File: src/rtl/irq_arbiter.sv
// irq_arbiter: 8-line edge-captured interrupt arbiter with a valid/ready grant port.
//
// Rising edges on req are captured into pending. Whenever the arbiter is idle and any
// pending bit is eligible, it grants the highest-numbered one and holds that index on
// out_idx until the consumer accepts it (out_valid & out_ready). Each handshake clears
// the granted pending bit and is followed by one idle cycle before the next grant.
//
// Ports:
//   clk        - clock; all state updates on the rising edge
//   rst        - synchronous active-high reset
//   req[7:0]   - level request lines, bit 7 highest priority
//   out_ready  - consumer accepts out_idx when high together with out_valid
//   mask[7:0]  - 1 = bit not eligible for grant (only with IRQ_MASK_EN defined)
//   out_idx    - registered index of the current/last grant
//   out_valid  - registered, out_idx holds a live grant
//   pending    - registered captured-but-unserviced requests
//   overrun    - registered one-cycle pulse: a new edge hit an already-pending bit
//
// Build option: define IRQ_MASK_EN to add the mask port. Masked bits still capture and
// pend; they are only withheld from selection.

module irq_arbiter (
  input  logic       clk,
  input  logic       rst,
  input  logic [7:0] req,
  input  logic       out_ready,
`ifdef IRQ_MASK_EN
  input  logic [7:0] mask,
`endif
  output logic [2:0] out_idx,
  output logic       out_valid,
  output logic [7:0] pending,
  output logic       overrun
);

  typedef enum logic [0:0] {StIdle, StGrant} state_e;

  state_e     state_q;
  logic [7:0] req_q;
  logic [7:0] pending_q;
  logic [7:0] pending_d;
  logic [2:0] out_idx_q;
  logic       out_valid_q;
  logic       overrun_q;

  logic [7:0] new_edge;
  logic [7:0] clr;
  logic [7:0] eligible;
  logic [2:0] sel_idx;
  logic       handshake;

  always_comb begin
    new_edge  = req & ~req_q;
    handshake = (state_q == StGrant) && out_ready;
    clr       = handshake ? (8'b1 << out_idx_q) : 8'b0;
    // A new edge on the bit being cleared re-arms it.
    pending_d = (pending_q & ~clr) | new_edge;
`ifdef IRQ_MASK_EN
    eligible  = pending_q & ~mask;
`else
    eligible  = pending_q;
`endif
  end

  // Highest-numbered eligible bit wins: later iterations override earlier ones.
  always_comb begin
    sel_idx = 3'd0;
    for (int i = 0; i < 8; i++) begin
      if (eligible[i]) begin
        sel_idx = 3'(i);
      end
    end
  end

  always_ff @(posedge clk) begin
    if (rst) begin
      state_q     <= StIdle;
      req_q       <= 8'h00;
      pending_q   <= 8'h00;
      out_idx_q   <= 3'd0;
      out_valid_q <= 1'b0;
      overrun_q   <= 1'b0;
    end else begin
      req_q     <= req;
      pending_q <= pending_d;
      overrun_q <= |(new_edge & pending_q & ~clr);
      unique case (state_q)
        StIdle: begin
          if (|eligible) begin
            state_q     <= StGrant;
            out_valid_q <= 1'b1;
            out_idx_q   <= sel_idx;
          end
        end
        StGrant: begin
          // out_idx is frozen here; only the handshake releases the grant.
          if (out_ready) begin
            state_q     <= StIdle;
            out_valid_q <= 1'b0;
          end
        end
        default: begin
          state_q     <= StIdle;
          out_valid_q <= 1'b0;
        end
      endcase
    end
  end

  assign out_idx   = out_idx_q;
  assign out_valid = out_valid_q;
  assign pending   = pending_q;
  assign overrun   = overrun_q;

endmodule

File: config.mk
export PLATFORM = sky130hd
export DESIGN_NAME = irq_arbiter
export DESIGN_NICKNAME = d
export VERILOG_FILES = /design/src/rtl/irq_arbiter.sv
export SDC_FILE = /design/constraint.sdc
export NUM_CORES = 1
export LEC_CHECK = 0
export ABC_AREA = 1
export BUFFER_PORTS_ARGS = -buffer_cell sky130_fd_sc_hd__buf_4
export CORE_ASPECT_RATIO = 0.75
export CORE_MARGIN = 5
export CORE_UTILIZATION = 54
export DETAILED_ROUTE_END_ITERATION = 10
export PLACE_DENSITY = 0.81
export REMOVE_ABC_BUFFERS = 1
export SLEW_MARGIN = 10
export SYNTH_ARGS = -nofsm -noshare
export SYNTH_HDL_FRONTEND = slang
export SYNTH_SLANG_ARGS = --single-unit
File: constraint.sdc
create_clock -name clk -period 2 [get_ports clk]
set_clock_uncertainty 0.1 [all_clocks]
set_input_delay 0.3 -clock clk [delete_from_list [all_inputs] [get_ports clk]]
set_output_delay 0.3 -clock clk [all_outputs]
set_load 0.02 [all_outputs]
==> run metrics <==
VDD IR-drop max=0.5795 mV; largest cells by area after synthesis=dfxtp_1 46%, nand2_1 18%, nor2_1 13%, inv_1 12%, a21oi_1 6.3%; die height=46.51 µm; port bufs=23; Crit path arrival time=about 1.4 ns; Worst EP required=2.11 ns; die outline width=58.68 µm; Int Power=roughly 0.63 mW; Final nets=189; Longest Clk Path Bufs=2; critical path class=register to register; Hold WC Path Type=input port to register; placed cell count=195; Clock Power Share=a little over a fifth; Die Area=0.002729 mm²; Sink Count=22; cts bufs inserted=3; fmax=752.0 MHz; sequential share of power=between 50% and 60%; Period minus WS final=1.330 ns; Slew @ Worst Pin=0.2361 ns; min setup slack post-route=0.6702 ns; RSZ-0062 raised after global routing=false; final slew viol count=0; Netlist cell types=10; setup TNS=0 ns; GP Congestion=about 0.88; DR iter-0 viols=35; period utilization=between 60 and 70%; total of max-cap violations=0; Final Util=between 60% and 70%; Pwr per Cell Area=767.6 mW/mm²; Syn Std Cell Area=about 960 µm²; cell row count=13; Clk pin slew, worst setup/hold paths=0.11 ns; core area=0.001708 mm²; Worst Setup Start Kind=register; status=finished clean; Finished Layout Cells=a little under 200; clk_lat worst skew=0.30 ns; Post-CTS Hold Buffers=0; Top-Level Pins=24; CP Max Fanout=5; hold_ws=0.09915 ns; commonest non-fill, non-tap cell in the layout=nand2_1; sequential area share after synthesis=45.89%; vias in the first global route=782; postcts setup bufs=0; Routed WL=1894 µm; first-pass GRT wire length=3243 µm; Syn. warnings=0; CTS tree=done; Logic pwr share=between 20% and 30%; Routed Antenna Nets=0; most frequent cells in the layout=45 x nand2_1, 33 x nor2_1, 31 x inv_1, 23 x buf_4, 22 x dfxtp_1; Post-Place Setup Slack=0.6999 ns; CP cell instances=nor2_1 > nand4_1 > nand2_1 > inv_1 > nor2_1 > nor2_1; n_diodes=0; CP delay by family, top=simple AND/OR/NAND/NOR gates; slowest stage delay, CP=0.35 ns; layout cells sized above 1=about 16%; post-synth top area cell=dfxtp_1; DP HPWL=1494 µm; Setup-failing EPs final=0; area share of the largest cell type after synthesis=45.89%; Layout area overhead=22.16%; slowest CP cell=dfxtp_1; Rel. slew slack=84.20%; Yosys reg bits=22; total global-route track usage=approximately 16%; Vias=921; 1st-pass router iterations=4; final hold violation count=0; wire per inst=9.566 µm; Pleak=between 0.6 and 0.7 nW; Crit path top cell by count=nor2_1; Sw Ratio=30.25%; nature of the critical path endpoint=register; initial core utilization=a little under three fifths; CTS Root Cell=clkbuf_4; syn avg cell area=6.314 µm²; Mapped Cells=152; CTS resizes=0; DRC=0; H-tree depth=1; Sw Pwr=0.2722 mW; CP bufs+invs=1; largest net degree at the start of global routing=20; GR Overflow Total=0; initial antenna violation count=0; Via density=4.652
==> state kept, by name, summed over array words and instances (netlist names) <==
| name | count |
|---|---|
| out_idx | 3 |
| out_valid | 1 |
| overrun | 1 |
| pending | 8 |
| req_q | 8 |
| state_q | 1 |
==> synth_stat cells <==
library cell and number:
a21oi_1 12, buf_2 2, dfxtp_1 22, inv_1 31, nand2_1 45, nand2_2 1
nand4_1 1, nor2_1 33, nor2_2 2, o21ai_0 3
==> logic make-up (layout without fill, tap and decap cells) <==
family / count (synthesis) / in the layout / share of synthesized area, %
simple gates: 82 / 82 / 33.12
flops: 22 / 22 / 45.89
compound gates: 15 / 15 / 7.822
buf+inv: 33 / 57 / 13.17
==> power by group through the flow <==
stage / Combinational, mW / Clock, mW / Sequential [mW]
after floorplan: 0.0913 / 0 / 0.540
after global placement: 0.200 / 0 / 0.512
after detailed placement: 0.203 / 0 / 0.514
after CTS: 0.204 / 0.199 / 0.504
after global routing: 0.226 / 0.221 / 0.511
final: 0.203 / 0.193 / 0.504
==> final cells by class <==
class	instances	area, µm²
fill	154	535.5
tap	22	27.53
inverter	31	116.4
clock buffer	3	22.52
multi-input combinational	97	392.9
sequential	22	440.4
timing repair buffer	23	172.7
==> worst min-delay path, delay by kind of cell <==
kind	cells	cell delay, ns
buffers and inverters	2	0.11
and+or+nand+nor	1	0.06
==> through the flow <==
step                      cell area [µm²]  total power, mW
final                                1172           0.8999
after floorplan                     949.7           0.6315
after global placement               1150           0.7119
after global routing                 1172           0.9583
after detailed placement             1150           0.7169
after CTS                            1172           0.9063
==> final timing paths <==
kind,startpoint,end,slack [ns],depth (start not counted)
setup / recovery,pending[4],out_idx[1],0.67,6
hold / removal,req[0],req_q[0],0.1,3
setup reg to reg,pending[4],out_idx[1],0.67,6
hold reg to reg,out_valid,out_valid,0.40,2
==> per-layer routing <==
| layer | vias up | routed length, µm | global-route usage (%) | share of wire [%] |
|---|---|---|---|---|
| met2 | 39 | 793 | 24.05 | 42 |
| met1 | 387 | 904 | 20.57 | 48 |
| met3 | 5 | 173 | 6.723 | 9.1 |
| met4 | 0 | 22 | 5.430 | 1.2 |
| li1 | 490 | - | - | - |
| met5 | - | 0 | 0 | 0 |
(Power assumes the default switching activity.)
